<file path="config.mk">
export PLATFORM = sky130hd
export DESIGN_NAME = ysyx_24110015_clint
export DESIGN_NICKNAME = d
export VERILOG_FILES = /design/src/rtl/ysyx_24110015_pkg.sv /design/src/rtl/ysyx_24110015_clint_timer.sv /design/src/rtl/ysyx_24110015_clint.sv
export SDC_FILE = /design/constraint.sdc
export NUM_CORES = 1
export LEC_CHECK = 0
export ABC_AREA = 1
export ABC_CLOCK_PERIOD_IN_PS = 8550
export BUFFER_PORTS_ARGS = -buffer_cell sky130_fd_sc_hd__buf_2
export CAP_MARGIN = 15
export CORE_MARGIN = 8
export CORE_UTILIZATION = 31
export DETAILED_ROUTE_END_ITERATION = 8
export MAX_ROUTING_LAYER = met4
export SYNTH_ARGS = -nofsm -noshare
export SYNTH_HDL_FRONTEND = slang
export SYNTH_SLANG_ARGS = --single-unit
export TNS_END_PERCENT = 30
</file>
<file path="constraint.sdc">
create_clock -name clk -period 8.55 [get_ports clk]
set_input_delay 1.71 -clock clk [delete_from_list [all_inputs] [get_ports clk]]
set_output_delay 1.71 -clock clk [all_outputs]
set_load 0.02 [all_outputs]
</file>
<file path="src/rtl/ysyx_24110015_pkg.sv">
// Shared constants, register-select type and FSM encodings for the CLINT.
// Latency: n/a (declarations and pure functions only).
// Backpressure: n/a.
package ysyx_24110015_pkg;

    // Register offsets relative to CLINT_BASE
    localparam logic [15:0] CLINT_MTIMECMP_LO = 16'h4000;
    localparam logic [15:0] CLINT_MTIMECMP_HI = 16'h4004;
    localparam logic [15:0] CLINT_MTIME_LO    = 16'hBFF8;
    localparam logic [15:0] CLINT_MTIME_HI    = 16'hBFFC;

    localparam logic [1:0] AXI_OKAY   = 2'b00;
    localparam logic [1:0] AXI_SLVERR = 2'b10;

    typedef enum logic [2:0] {
        SEL_CMP_LO  = 3'd0,
        SEL_CMP_HI  = 3'd1,
        SEL_TIME_LO = 3'd2,
        SEL_TIME_HI = 3'd3,
        SEL_NONE    = 3'd4
    } reg_sel_e;

    typedef enum logic {
        R_IDLE = 1'b0,
        R_DATA = 1'b1
    } r_state_e;

    typedef enum logic [1:0] {
        W_IDLE = 2'd0,
        W_DATA = 2'd1,
        W_RESP = 2'd2
    } w_state_e;

    // Word decode: only offset[15:2] takes part, byte lane bits are ignored.
    function automatic reg_sel_e clint_decode(input logic [13:0] word_off);
        reg_sel_e sel;
        sel = SEL_NONE;
        if (word_off == CLINT_MTIMECMP_LO[15:2]) sel = SEL_CMP_LO;
        if (word_off == CLINT_MTIMECMP_HI[15:2]) sel = SEL_CMP_HI;
        if (word_off == CLINT_MTIME_LO[15:2])    sel = SEL_TIME_LO;
        if (word_off == CLINT_MTIME_HI[15:2])    sel = SEL_TIME_HI;
        return sel;
    endfunction

    function automatic logic [31:0] clint_read(input reg_sel_e sel,
                                               input logic [63:0] mtime,
                                               input logic [63:0] mtimecmp);
        logic [31:0] val;
        val = 32'h0;
        case (sel)
            SEL_CMP_LO:  val = mtimecmp[31:0];
            SEL_CMP_HI:  val = mtimecmp[63:32];
            SEL_TIME_LO: val = mtime[31:0];
            SEL_TIME_HI: val = mtime[63:32];
            default:     val = 32'h0;
        endcase
        return val;
    endfunction

    function automatic logic [31:0] byte_merge(input logic [31:0] old,
                                               input logic [31:0] dat,
                                               input logic [3:0]  strb);
        logic [31:0] res;
        res = old;
        for (int b = 0; b < 4; b++) begin
            if (strb[b]) res[b*8 +: 8] = dat[b*8 +: 8];
        end
        return res;
    endfunction

endpackage

</file>
<file path="src/rtl/ysyx_24110015_clint_timer.sv">
// Prescaled 64-bit mtime, mtimecmp and registered mtip with a byte-strobed write port.
// Latency: writes land on the next edge; mtip lags the compare by one cycle.
// Backpressure: none, the write port is always accepted.
// Ports: clk/rst; wr_en_i, wr_sel_i (reg_sel_e encoding), wr_dat_i, wr_strb_i;
//        mtime_o, mtimecmp_o (current register values), mtip_o.
module ysyx_24110015_clint_timer
    import ysyx_24110015_pkg::*;
#(
    parameter int unsigned TICK_DIV = 1
) (
    input  logic        clk,
    input  logic        rst,
    input  logic        wr_en_i,
    input  logic [2:0]  wr_sel_i,
    input  logic [31:0] wr_dat_i,
    input  logic [3:0]  wr_strb_i,
    output logic [63:0] mtime_o,
    output logic [63:0] mtimecmp_o,
    output logic        mtip_o
);

    localparam int unsigned DIV_W = (TICK_DIV > 1) ? $clog2(TICK_DIV) : 1;

    logic [DIV_W-1:0] div_cnt_q, div_cnt_d;
    logic [63:0]      mtime_q, mtime_d;
    logic [63:0]      mtimecmp_q, mtimecmp_d;
    logic             mtip_q;
    logic             tick;
    reg_sel_e         wr_sel;

    assign wr_sel = reg_sel_e'(wr_sel_i);
    assign tick   = (div_cnt_q == DIV_W'(TICK_DIV - 1));

    always_comb begin
        div_cnt_d  = tick ? '0 : div_cnt_q + 1'b1;
        mtime_d    = tick ? mtime_q + 64'd1 : mtime_q;
        mtimecmp_d = mtimecmp_q;
        // A software write to mtime replaces the increment for that cycle;
        // the prescaler keeps running so the tick cadence is undisturbed.
        if (wr_en_i) begin
            case (wr_sel)
                SEL_CMP_LO:  mtimecmp_d = {mtimecmp_q[63:32], byte_merge(mtimecmp_q[31:0], wr_dat_i, wr_strb_i)};
                SEL_CMP_HI:  mtimecmp_d = {byte_merge(mtimecmp_q[63:32], wr_dat_i, wr_strb_i), mtimecmp_q[31:0]};
                SEL_TIME_LO: mtime_d    = {mtime_q[63:32], byte_merge(mtime_q[31:0], wr_dat_i, wr_strb_i)};
                SEL_TIME_HI: mtime_d    = {byte_merge(mtime_q[63:32], wr_dat_i, wr_strb_i), mtime_q[31:0]};
                default: ;
            endcase
        end
    end

    always_ff @(posedge clk or posedge rst) begin
        if (rst) begin
            div_cnt_q  <= '0;
            mtime_q    <= 64'h0;
            mtimecmp_q <= 64'hFFFF_FFFF_FFFF_FFFF;
            mtip_q     <= 1'b0;
        end else begin
            div_cnt_q  <= div_cnt_d;
            mtime_q    <= mtime_d;
            mtimecmp_q <= mtimecmp_d;
            mtip_q     <= (mtime_q >= mtimecmp_q);
        end
    end

    assign mtime_o    = mtime_q;
    assign mtimecmp_o = mtimecmp_q;
    assign mtip_o     = mtip_q;

endmodule

</file>
<file path="src/rtl/ysyx_24110015_clint.sv">
// AXI4 slave CLINT: independent single-outstanding read and write FSMs around the timer.
// Latency: rvalid one cycle after ar handshake; wready one cycle after aw; bvalid one after wlast.
// Backpressure: arready/awready low while a burst is in flight; r/b outputs hold until accepted.
// Ports: clk/rst; AXI4 slave aw/w/b/ar/r channels (32-bit data, ID_W-bit ids); mtip_o.
module ysyx_24110015_clint
    import ysyx_24110015_pkg::*;
#(
    parameter logic [31:0] CLINT_BASE = 32'h0200_0000,
    parameter int unsigned TICK_DIV   = 1,
    parameter int unsigned ID_W       = 4
) (
    input  logic            clk,
    input  logic            rst,
    // write address
    input  logic            axi_awvalid_i,
    output logic            axi_awready_o,
    input  logic [31:0]     axi_awaddr_i,
    input  logic [ID_W-1:0] axi_awid_i,
    input  logic [7:0]      axi_awlen_i,
    input  logic [2:0]      axi_awsize_i,
    input  logic [1:0]      axi_awburst_i,
    // write data
    input  logic            axi_wvalid_i,
    output logic            axi_wready_o,
    input  logic [31:0]     axi_wdata_i,
    input  logic [3:0]      axi_wstrb_i,
    input  logic            axi_wlast_i,
    // write response
    output logic            axi_bvalid_o,
    input  logic            axi_bready_i,
    output logic [1:0]      axi_bresp_o,
    output logic [ID_W-1:0] axi_bid_o,
    // read address
    input  logic            axi_arvalid_i,
    output logic            axi_arready_o,
    input  logic [31:0]     axi_araddr_i,
    input  logic [ID_W-1:0] axi_arid_i,
    input  logic [7:0]      axi_arlen_i,
    input  logic [2:0]      axi_arsize_i,
    input  logic [1:0]      axi_arburst_i,
    // read data
    output logic            axi_rvalid_o,
    input  logic            axi_rready_i,
    output logic [31:0]     axi_rdata_o,
    output logic [1:0]      axi_rresp_o,
    output logic [ID_W-1:0] axi_rid_o,
    output logic            axi_rlast_o,
    // interrupt
    output logic            mtip_o
);

    logic [63:0] mtime, mtimecmp;
    logic [31:0] ar_off, aw_off;
    reg_sel_e    ar_sel, aw_sel;

    assign ar_off = axi_araddr_i - CLINT_BASE;
    assign aw_off = axi_awaddr_i - CLINT_BASE;
    assign ar_sel = clint_decode(ar_off[15:2]);
    assign aw_sel = clint_decode(aw_off[15:2]);

    // Size and burst type do not matter: every beat targets the latched word.
    logic unused_ok;
    assign unused_ok = ^{ar_off[31:16], ar_off[1:0], aw_off[31:16], aw_off[1:0],
                         axi_arsize_i, axi_arburst_i, axi_awsize_i, axi_awburst_i, axi_awlen_i};

    // ---------------- read channel ----------------
    r_state_e        r_state_q, r_state_d;
    logic [ID_W-1:0] rid_q, rid_d;
    logic [7:0]      rbeats_q, rbeats_d;
    reg_sel_e        rsel_q, rsel_d;
    logic [31:0]     rdata_q, rdata_d;
    logic [1:0]      rresp_q, rresp_d;

    always_comb begin
        r_state_d = r_state_q;
        rid_d     = rid_q;
        rbeats_d  = rbeats_q;
        rsel_d    = rsel_q;
        rdata_d   = rdata_q;
        rresp_d   = rresp_q;
        case (r_state_q)
            R_IDLE: begin
                if (axi_arvalid_i) begin
                    r_state_d = R_DATA;
                    rid_d     = axi_arid_i;
                    rbeats_d  = axi_arlen_i;
                    rsel_d    = ar_sel;
                    rdata_d   = clint_read(ar_sel, mtime, mtimecmp);
                    rresp_d   = (ar_sel == SEL_NONE) ? AXI_SLVERR : AXI_OKAY;
                end
            end
            R_DATA: begin
                if (axi_rready_i) begin
                    if (rbeats_q == 8'd0) begin
                        r_state_d = R_IDLE;
                    end else begin
                        rbeats_d = rbeats_q - 8'd1;
                        rdata_d  = clint_read(rsel_q, mtime, mtimecmp);
                    end
                end
            end
            default: r_state_d = R_IDLE;
        endcase
    end

    always_ff @(posedge clk or posedge rst) begin
        if (rst) begin
            r_state_q <= R_IDLE;
            rid_q     <= '0;
            rbeats_q  <= 8'd0;
            rsel_q    <= SEL_NONE;
            rdata_q   <= 32'h0;
            rresp_q   <= AXI_OKAY;
        end else begin
            r_state_q <= r_state_d;
            rid_q     <= rid_d;
            rbeats_q  <= rbeats_d;
            rsel_q    <= rsel_d;
            rdata_q   <= rdata_d;
            rresp_q   <= rresp_d;
        end
    end

    assign axi_arready_o = (r_state_q == R_IDLE);
    assign axi_rvalid_o  = (r_state_q == R_DATA);
    assign axi_rlast_o   = (r_state_q == R_DATA) && (rbeats_q == 8'd0);
    assign axi_rdata_o   = rdata_q;
    assign axi_rresp_o   = rresp_q;
    assign axi_rid_o     = rid_q;

    // ---------------- write channel ----------------
    w_state_e        w_state_q, w_state_d;
    logic [ID_W-1:0] bid_q, bid_d;
    reg_sel_e        wsel_q, wsel_d;
    logic [1:0]      bresp_q, bresp_d;
    logic            wr_en;

    always_comb begin
        w_state_d = w_state_q;
        bid_d     = bid_q;
        wsel_d    = wsel_q;
        bresp_d   = bresp_q;
        case (w_state_q)
            W_IDLE: begin
                if (axi_awvalid_i) begin
                    w_state_d = W_DATA;
                    bid_d     = axi_awid_i;
                    wsel_d    = aw_sel;
                    // Response is fixed by the address, so SLVERR covers every beat.
                    bresp_d   = (aw_sel == SEL_NONE) ? AXI_SLVERR : AXI_OKAY;
                end
            end
            W_DATA: begin
                if (axi_wvalid_i && axi_wlast_i) w_state_d = W_RESP;
            end
            W_RESP: begin
                if (axi_bready_i) w_state_d = W_IDLE;
            end
            default: w_state_d = W_IDLE;
        endcase
    end

    always_ff @(posedge clk or posedge rst) begin
        if (rst) begin
            w_state_q <= W_IDLE;
            bid_q     <= '0;
            wsel_q    <= SEL_NONE;
            bresp_q   <= AXI_OKAY;
        end else begin
            w_state_q <= w_state_d;
            bid_q     <= bid_d;
            wsel_q    <= wsel_d;
            bresp_q   <= bresp_d;
        end
    end

    assign wr_en         = (w_state_q == W_DATA) && axi_wvalid_i && (wsel_q != SEL_NONE);
    assign axi_awready_o = (w_state_q == W_IDLE);
    assign axi_wready_o  = (w_state_q == W_DATA);
    assign axi_bvalid_o  = (w_state_q == W_RESP);
    assign axi_bresp_o   = bresp_q;
    assign axi_bid_o     = bid_q;

    ysyx_24110015_clint_timer #(
        .TICK_DIV (TICK_DIV)
    ) u_timer (
        .clk        (clk),
        .rst        (rst),
        .wr_en_i    (wr_en),
        .wr_sel_i   (wsel_q),
        .wr_dat_i   (axi_wdata_i),
        .wr_strb_i  (axi_wstrb_i),
        .mtime_o    (mtime),
        .mtimecmp_o (mtimecmp),
        .mtip_o     (mtip_o)
    );

endmodule
</file>
==> summary.md, run 1 <==
| Metric | Value |
|---|---|
| Hold buffer count at cts | `0` |
| Final Core Density | `35.2%` |
| Post-route setup TNS | `0 ps` |
| Synth cell count leaders | `nand2_1, nor2_1, inv_1` |
| Post-route ant nets | `0` |
| Yosys reg bits | `188` |
| CTS Sinks | `188` |
| Actual slew at the worst max-slew pin | `1150 ps` |
| Critical path arrival | `4560 ps` |
| Synth warnings | `0` |
| Post-synth top area cell | `dfrtp_1` |
| Final setup fails | `0` |
| CTS Root Cell | `clkbuf_16` |
| Period utilisation layout | `48.9%` |
| Global-route wire length before repair | `84,000 µm` |
| Drt total wl | `53,900 µm` |
| Setup crit start kind | `input pin` |
| Worst slack, placed | `3750 ps` |
| Crit-path max FO | `47` |
| CP max stage cell | `nand2_2` |
| Crit path cell chain | `buf_2 > inv_1 > nor2_2 > inv_1 > nand2_2 > clkinv_1 > buf_4 > nand2_1 > nand2_1` |
| DR vias/cell | `5.19` |
| Postcts setup bufs | `0` |
| Crit Path Category | `input pin to register` |
| Area Growth Syn to Fin | `13.2%` |
| H-tree depth | `4` |
| Finished Layout Cells | `2,870` |
| Pwr dens | `325 mW/mm²` |
| Number of synthesized flops with an enable pin | `0` |
| Netlist Area Pre-Place | `0.0140 mm²` |
| RSZ-0062 raised after global routing | `no` |
| 1st-iter DRT viols | `1,435` |
| Max-slew headroom | `23.1%` |
| RD Place Congestion | `1.00` |
| Max_cap viols | `0` |
| I/O Buffers | `136` |
| Share of layout cells above drive strength 1 | `12.6%` |
| Mapped Cells | `2,162` |
| Fin crit period | `4180 ps` |
| Global route overflow | `0` |
| Initial antenna violation count | `3` |
| Worst Path Required | `8920 ps` |
| PnR worst setup slack | `4370 ps` |
| Largest net degree at the start of global routing | `132` |
| Max-slew violations | `0` |
| Post-CTS Resized | `0` |
| FMAX | `0.239 GHz` |
| Status | `complete, no violations` |
| Pleak | `7.21 nW` |
| GRT Overall Usage | `21.1%` |
| Core Area | `0.0450 mm²` |
| Worst path bufs/invs | `5` |
| Die Ht | `228 µm` |
| Drt pass-1 iters | `5` |
| Post-DR wirelength/cell | `18.8 µm` |
| Hold Vio Cnt, Final | `0` |
| Worst hold path type | `register to register` |
| Most common cell in the netlist | `nand2_1` |
| Skew-Pair Late Insertion Delay | `500 ps` |
| IO Count | `193` |
| Synth unique cells | `42` |
| Clock transition at the registers of the reported paths | `70 ps` |
| Seq/Total Area, Yosys | `34.2%` |
| CP Capture Type | `register` |
| Rows | `78` |
| Clock tree buffer depth | `2` |
| Setup Skew | `11.8 ps` |
| Synth top area share | `21.8%` |
| Ys flop type | `dfrtp_1` |
| DRC violations left | `0` |
| Placed insts | `2,834` |
| FFs w/ async S/R, synth | `100%` |
| Synth area leaders | `dfrtp_1, nand2_1, dfstp_2, nand3_1, nor2_1` |
| HPWL after DPL | `40,200 µm` |
| Number of global-route vias before repair | `14,300` |
| CP top delay family | `buffers and inverters` |
| Total Die Area | `0.0522 mm²` |
| Via Count | `14,900` |
| CTS Buf Count | `17` |
| Post-Syn Area per Cell | `6.47 µm²` |
| Die width | `228 µm` |
| Smallest hold slack | `473 ps` |
| Starting Density | `31.1%` |
| CTS tree | `built` |
| Post-layout nets | `2,462` |
| CP peak stage delay | `830 ps` |
| Max VDD drop | `0.149 mV` |
registers in the layout (all words and copies together), names as in the netlist:
signal,flops
rbeats_q,8
axi_rid_o,4
axi_rvalid_o,1
u_timer.mtimecmp_o,64
w_state_q,2
axi_rresp_o,1
u_timer.mtime_o,64
wsel_q,3
axi_rdata_o,32
axi_bid_o,4
u_timer.mtip_o,1
axi_bresp_o,1
rsel_q,3
per-stage QoR:
stage	area, µm²	power [mW]
CTS	15800	5.17
detailed placement	15200	4.32
global placement	15200	4.26
finish	15800	5.15
floorplan	14000	3.44
global route	15800	5.61
layer usage:
layer | vias to the layer above | GRT usage (%) | share of wire, %
li1 | 7244 | - | -
met1 | 7045 | 27.4 | 45
met2 | 543 | 32.5 | 46
met3 | 73 | 4.39 | 6.9
met4 | 0 | 7.22 | 2.2
met5 | - | - | 0
final timing paths:
path | from | end | slack (ps) | cells past startpoint
min in group asynchronous | rst | axi_rid_o[0] | 1380 | 2
max in group asynchronous | rst | u_timer.mtime_o[48] | 5790 | 3
max | axi_arvalid_i | axi_rdata_o[11] | 4370 | 9
min reg2reg | axi_rdata_o[29] | axi_rdata_o[29] | 470 | 2
max reg2reg | rbeats_q[0] | axi_rdata_o[11] | 5280 | 13
min | axi_rdata_o[29] | axi_rdata_o[29] | 470 | 2
final cells by class:
class | instances | area, µm²
multi-input combinational | 1698 | 8150
fill | 4839 | 29200
clock inverter | 11 | 109
clock buffer | 21 | 470
sequential | 188 | 4790
timing repair buffer | 157 | 836
tap | 600 | 751
antenna | 3 | 7.51
inverter | 192 | 728
report_power, final:
group          leakage (nW)  internal [mW]  total (mW)  switching [mW]
registers              2.23           1.39        2.00           0.609
clock network         0.273          0.427       0.819           0.392
logic                  4.71          0.828        2.33            1.50
layout by cell type, fill, tap and decap left out, drive strengths merged, types with 4 or more instances in the layout:
cell and count:
nor2 230, buf 157, a31oi 8, o31ai 9, o22ai 4, inv 194, nand2 797, clkbuf 21
xor2 12, clkinv 4, o21a 5, o21ai 117, xnor2 16, nor3 24, nand3 180, dfstp 66
nand4 93, a21oi 114, clkinvlp 4, ha 66, o211ai 5, dfrtp 122
tightest hold or removal path: stages, from the launching register on:
cell,delay (ps)
dfrtp_1,340
nand2_1,50
nand2_1,50
cell families (layout without fill, tap and decap cells):
family	Yosys count	in the layout	synth area share, %
other	1	5	0.0268
flip-flops	188	188	34.2
adder cells (fa/ha/maj)	66	66	5.90
AND/OR/NAND/NOR	1331	1331	39.6
buffers and inverters	277	381	7.94
XOR/XNOR	28	28	1.75
AO/OA/AOI/OAI	271	271	10.5
Power figures use the tool's default switching activity.
==> run 2, diff against run 1 <==
- ABC_CLOCK_PERIOD_IN_PS: 8550 -> 3480
- clock period: 8.55 -> 3.48 ns (I/O delays scaled with it)
==> run 2 against run 1 <==
Against the previous run: global-route usage fell by 0.18 points; clock-buffer cell count fell by 2; hold slack got worse by 57 ps; first-iteration DRC count rose by 1.4%; via count rose by 1.1%; critical path depth did not move; final area rose by 1.1%; clock power rose to 2.6 times the previous value; critical endpoint is now axi_rlast_o; largest power group unchanged; highest routed layer unchanged.
==> summary.md, run 2 (synthesis gave the netlist of run 1 again) <==
| Metric | Value |
|---|---|
| Status | `complete, no violations` |
| Clock transition at the registers of the reported paths | `70 ps` |
| Setup Skew | `11.1 ps` |
| Max-slew headroom | `33.6%` |
| Die Ht | `228 µm` |
| Worst Path Required | `2780 ps` |
| Post-DR wirelength/cell | `18.7 µm` |
| R2R depth | `8` |
| Global-route wire length before repair | `84,500 µm` |
| DR vias/cell | `5.23` |
| Critical path arrival | `2040 ps` |
| Period utilisation layout | `78.5%` |
| Max_cap viols | `0` |
| Seq pwr share | `38.9%` |
| Max VDD drop | `0.282 mV` |
| HPWL after DPL | `40,700 µm` |
| Sw Share | `48.2%` |
| Crit-path max FO | `4` |
| Area of placed instances | `0.0154 mm²` |
| Drt total wl | `53,900 µm` |
| Clock tree buffer depth | `2` |
| Overall power | `12.8 mW` |
| Post-route ant nets | `0` |
| Pleak | `7.31 nW` |
| Actual slew at the worst max-slew pin | `989 ps` |
| Post-CTS Resized | `0` |
| Most common cell after layout, fill and taps aside | `nand2_1` |
| Pwr dens | `799 mW/mm²` |
| Switching pwr | `6.17 mW` |
| Largest net degree at the start of global routing | `67` |
| Worst hold path type | `input pin to asynchronous set/reset pin` |
| Final setup fails | `0` |
| Initial antenna violation count | `0` |
| Share of layout cells above drive strength 1 | `13.2%` |
| CP Capture Type | `primary output` |
| RD Place Congestion | `0.965` |
| Internal power | `6.63 mW` |
| Hold buffer count at cts | `0` |
| Max-slew violations | `0` |
| Logic pwr share | `44.7%` |
| CTS tree | `built` |
| Post-route setup TNS | `0 ps` |
| GRT Overall Usage | `20.9%` |
| I/O Buffers | `136` |
| Total Die Area | `0.0522 mm²` |
| CTS Buf Count | `17` |
| Via Count | `15,100` |
| Launch point of the worst reg-to-reg path | `u_timer.mtimecmp_o[47]` |
| Final instance area | `0.0160 mm²` |
| 1st-iter DRT viols | `1,455` |
| Drt pass-1 iters | `6` |
| Setup crit start kind | `register` |
| Starting Density | `31.1%` |
| Global route overflow | `0` |
| Crit Path Category | `register to primary output` |
| IO Count | `193` |
| Core Area | `0.0450 mm²` |
| FMAX | `0.366 GHz` |
| Final Core Density | `35.6%` |
| Area Growth Syn to Fin | `14.5%` |
| Postcts setup bufs | `0` |
| Post-layout nets | `2,477` |
| Die width | `228 µm` |
| CP startpoint | `rbeats_q[0]` |
| RSZ-0062 raised after global routing | `no` |
| Rows | `78` |
| Most frequent cells in the layout | `nand2_1, nor2_1, inv_1` |
| Smallest hold slack | `416 ps` |
| Hold Vio Cnt, Final | `0` |
| H-tree depth | `4` |
| Antenna cells | `0` |
| DRC violations left | `0` |
| CTS Sinks | `188` |
| Fin crit period | `2730 ps` |
| Skew-Pair Late Insertion Delay | `450 ps` |
| Number of global-route vias before repair | `14,700` |
| CTS Root Cell | `clkbuf_16` |
| Clk pwr share | `16.4%` |
## run 2: cell types whose count changed in the layout (fill, tap and decap cells not counted), moves of 2 or more
cell       before  now
buf_4          20   31
buf_12          0    4
diode_2         3    0
bufinv_16       1    3
clkinv_2        1    3
nor2_2          4    6
nor2_4          6    4
## run 2: metal layers
layer	wire (µm)	up-vias	share of wire [%]	global-route usage, %
met1	24400	7070	45	27.6
met3	3600	106	6.7	3.41
met5	0	-	0	-
met2	24400	623	45	32.3
li1	-	7267	-	-
met4	1510	0	2.8	7.54
## run 2: final timing paths
kind | endpoint | slack, ps
worst max-delay path | axi_rlast_o | 750
worst min-delay path | axi_rid_o[3] | 420
worst max register to register | u_timer.mtip_o | 1000
worst min register to register | axi_rdata_o[29] | 470
max in group asynchronous | u_timer.mtimecmp_o[59] | 2160
min in group clk | axi_rvalid_o | 440
## run 2: worst max-delay path, cell delays in order, from the launching register on
cell and delay, ps:
dfrtp_1 370, inv_1 120, ha_1 200, nand2_1 100
nor2_1 170, nand2_1 120, nor2_1 100, nand2_1 70
nor2_1 130, buf_2 200
## run 2: final cells by class
class,count,area [µm²]
timing repair buffer,172,998
clock inverter,13,164
multi-input combinational,1698,8140
sequential,188,4790
fill,4915,29000
inverter,192,724
clock buffer,19,453
tap,600,751
## run 2: metrics by stage
step,cells,setup slack [ps]
floorplan,2163,417
detailed placement,2849,846
global route,2882,559
global placement,2849,911
CTS,2881,749
finish,2882,748
## run 2: power by group through the flow
stage / Sequential (mW) / Clock (mW) / Combinational, mW
2_1_floorplan: 4.59 / 0 / 3.85
3_3_place_gp: 4.92 / 0 / 5.59
3_5_place_dp: 4.97 / 0 / 5.70
4_1_cts: 4.94 / 2.15 / 5.73
5_1_grt: 5.13 / 2.24 / 6.57
6_report: 4.98 / 2.10 / 5.72
==> run 3, diff against run 2 <==
- ABC_CLOCK_PERIOD_IN_PS: 3480 -> 2600
- clock period: 3.48 -> 2.6 ns (I/O delays scaled with it)
==> run 3 against run 2 <==
Against the previous run: wire length grew 0.50%; hold slack got worse by 270 ps; die area stayed put; final cell count grew 0.76%; critical path type unchanged; highest routed layer unchanged.
==> summary.md, run 3 (synthesis gave the netlist of run 1 again) <==
| Metric | Value |
|---|---|
| GRT Overall Usage | `21.1%` |
| Setup Skew | `13.0 ps` |
| Die width | `228 µm` |
| Share of layout cells above drive strength 1 | `14.1%` |
| Clock tree buffer depth | `2` |
| Area Growth Syn to Fin | `16.1%` |
| HPWL after DPL | `41,100 µm` |
| Crit Path Category | `register to primary output` |
| Skew-Pair Late Insertion Delay | `480 ps` |
| CTS Sinks | `188` |
| Placed insts | `2,872` |
| Core Area | `0.0450 mm²` |
| Total Die Area | `0.0522 mm²` |
| Max-slew violations | `0` |
| Storage cell area | `0.00479 mm²` |
| Final instance area | `0.0162 mm²` |
| Antenna cells | `0` |
| FMAX | `0.417 GHz` |
| Worst Path Required | `2080 ps` |
| Die Ht | `228 µm` |
| Most frequent cells in the layout | `nand2_1, nor2_1, inv_1` |
| Actual slew at the worst max-slew pin | `969 ps` |
| IO Count | `193` |
| Worst path bufs/invs | `2` |
| Crit-path max FO | `4` |
| Clock transition at the registers of the reported paths | `70 ps` |
| Overall power | `17.2 mW` |
| Clk pwr share | `15.5%` |
| Logic pwr share | `47.2%` |
| Max_cap viols | `0` |
| Sw Share | `48.6%` |
| CP peak stage delay | `390 ps` |
| Post-route ant nets | `0` |
| Crit path cell chain | `inv_2 > ha_1 > nand2_1 > nor2_2 > nand2_1 > nor2_1 > nand2_1 > nor2_2 > buf_4` |
| Max-slew headroom | `35.0%` |
| RD Place Congestion | `0.964` |
| Starting Density | `31.1%` |
| Number of global-route vias before repair | `14,900` |
| Seq pwr share | `37.3%` |
| CTS tree | `built` |
| 1st-iter DRT viols | `1,485` |
| CTS Buf Count | `17` |
| Hold buffer count at cts | `0` |
| CP Capture Type | `primary output` |
| Drt total wl | `54,200 µm` |
| Period utilisation layout | `92.3%` |
| I/O Buffers | `136` |
| Finished Layout Cells | `2,904` |
| Switching pwr | `8.37 mW` |
| Post-route setup TNS | `0 ps` |
| Pwr dens | `1060 mW/mm²` |
| Global route overflow | `0` |
| Initial antenna violation count | `0` |
| # fillers | `4,870` |
| Drt pass-1 iters | `7` |
| Worst hold path type | `input pin to asynchronous set/reset pin` |
| CTS Root Cell | `clkbuf_16` |
| Largest net degree at the start of global routing | `105` |
| DRC violations left | `0` |
| Max VDD drop | `0.438 mV` |
| Status | `complete, no violations` |
| CP top delay family | `simple AND/OR/NAND/NOR gates` |
| Post-DR wirelength/cell | `18.7 µm` |
| Area of placed instances | `0.0157 mm²` |
| Most common cell after layout, fill and taps aside | `nand2_1` |
| Pleak | `7.42 nW` |
| Hold Vio Cnt, Final | `0` |
| Crit path top cell by count | `nand2_1` |
| CP max stage cell | `dfrtp_1` |
| Final setup fails | `0` |
| Internal power | `8.85 mW` |
| Rows | `78` |
| Setup crit start kind | `register` |
| Via Count | `15,000` |
| H-tree depth | `4` |
| Post-layout nets | `2,499` |
| Critical path arrival | `1880 ps` |
| Multi-input combinational cell area | `0.00814 mm²` |
| Fin crit period | `2400 ps` |
| Worst slack, placed | `302 ps` |
| Global-route wire length before repair | `85,000 µm` |
| PnR worst setup slack | `199 ps` |
| DR vias/cell | `5.17` |
-- run 3: cell type report --
class	instances	area share (%)
clock buffers	18	2.70
inverters	192	4.46
clock inverters	14	0.840
repair buffers	194	7.74
well taps	600	4.62
multi-input cells	1698	50.2
flip-flops and latches	188	29.5
-- run 3: power groups by stage --
stage          combinational [mW]  clock (mW)  sequential (mW)
5_1_grt                      9.24        2.85             6.65
3_3_place_gp                 7.89           0             6.37
3_5_place_dp                 8.06           0             6.43
6_report                     8.13        2.67             6.43
2_1_floorplan                5.16           0             6.14
4_1_cts                      8.11        2.77             6.39
-- run 3: stage by stage --
| stage | hold WS (ps) | util, % |
|---|---|---|
| 2_1_floorplan | 453 | - |
| 3_3_place_gp | 454 | 34.8 |
| 3_5_place_dp | 461 | 34.8 |
| 4_1_cts | 185 | 36.1 |
| 5_1_grt | 212 | 36.1 |
| 6_report | 151 | 36.1 |
-- run 3: routing by layer --
metal,wire length [µm],up-vias,global-route usage [%]
met5,0,-,-
met1,24700,7102,27.3
met2,24800,539,33.2
met4,1140,0,6.56
li1,-,7303,-
met3,3560,79,4.13
-- run 3: what timing repair did --
item                       CTS  global route
buffers inserted             0             0
setup endpoints to repair    0             1
gates resized for setup      0             4
-- run 3: worst register-to-register path: cells and delay by family, from the launching register on --
family | cells | cell delay, ps
adder cells (fa/ha/maj) | 1 | 260
AND/OR/NAND/NOR | 9 | 1060
buffers and inverters | 3 | 420
flip-flops | 1 | 480
-- run 3: worst paths after layout --
| check | cells past startpoint | slack [ps] | start | end |
|---|---|---|---|---|
| worst max-delay path | 9 | 200 | rbeats_q[0] | axi_rlast_o |
| worst min-delay path | 3 | 150 | rst | axi_rdata_o[1] |
| worst max register to register | 13 | 280 | u_timer.mtime_o[0] | u_timer.mtime_o[38] |
| worst min register to register | 2 | 470 | axi_rdata_o[28] | axi_rdata_o[28] |
| max in group asynchronous | 3 | 1890 | rst | u_timer.mtime_o[17] |
| min in group clk | 3 | 230 | axi_awid_i[3] | axi_bid_o[3] |
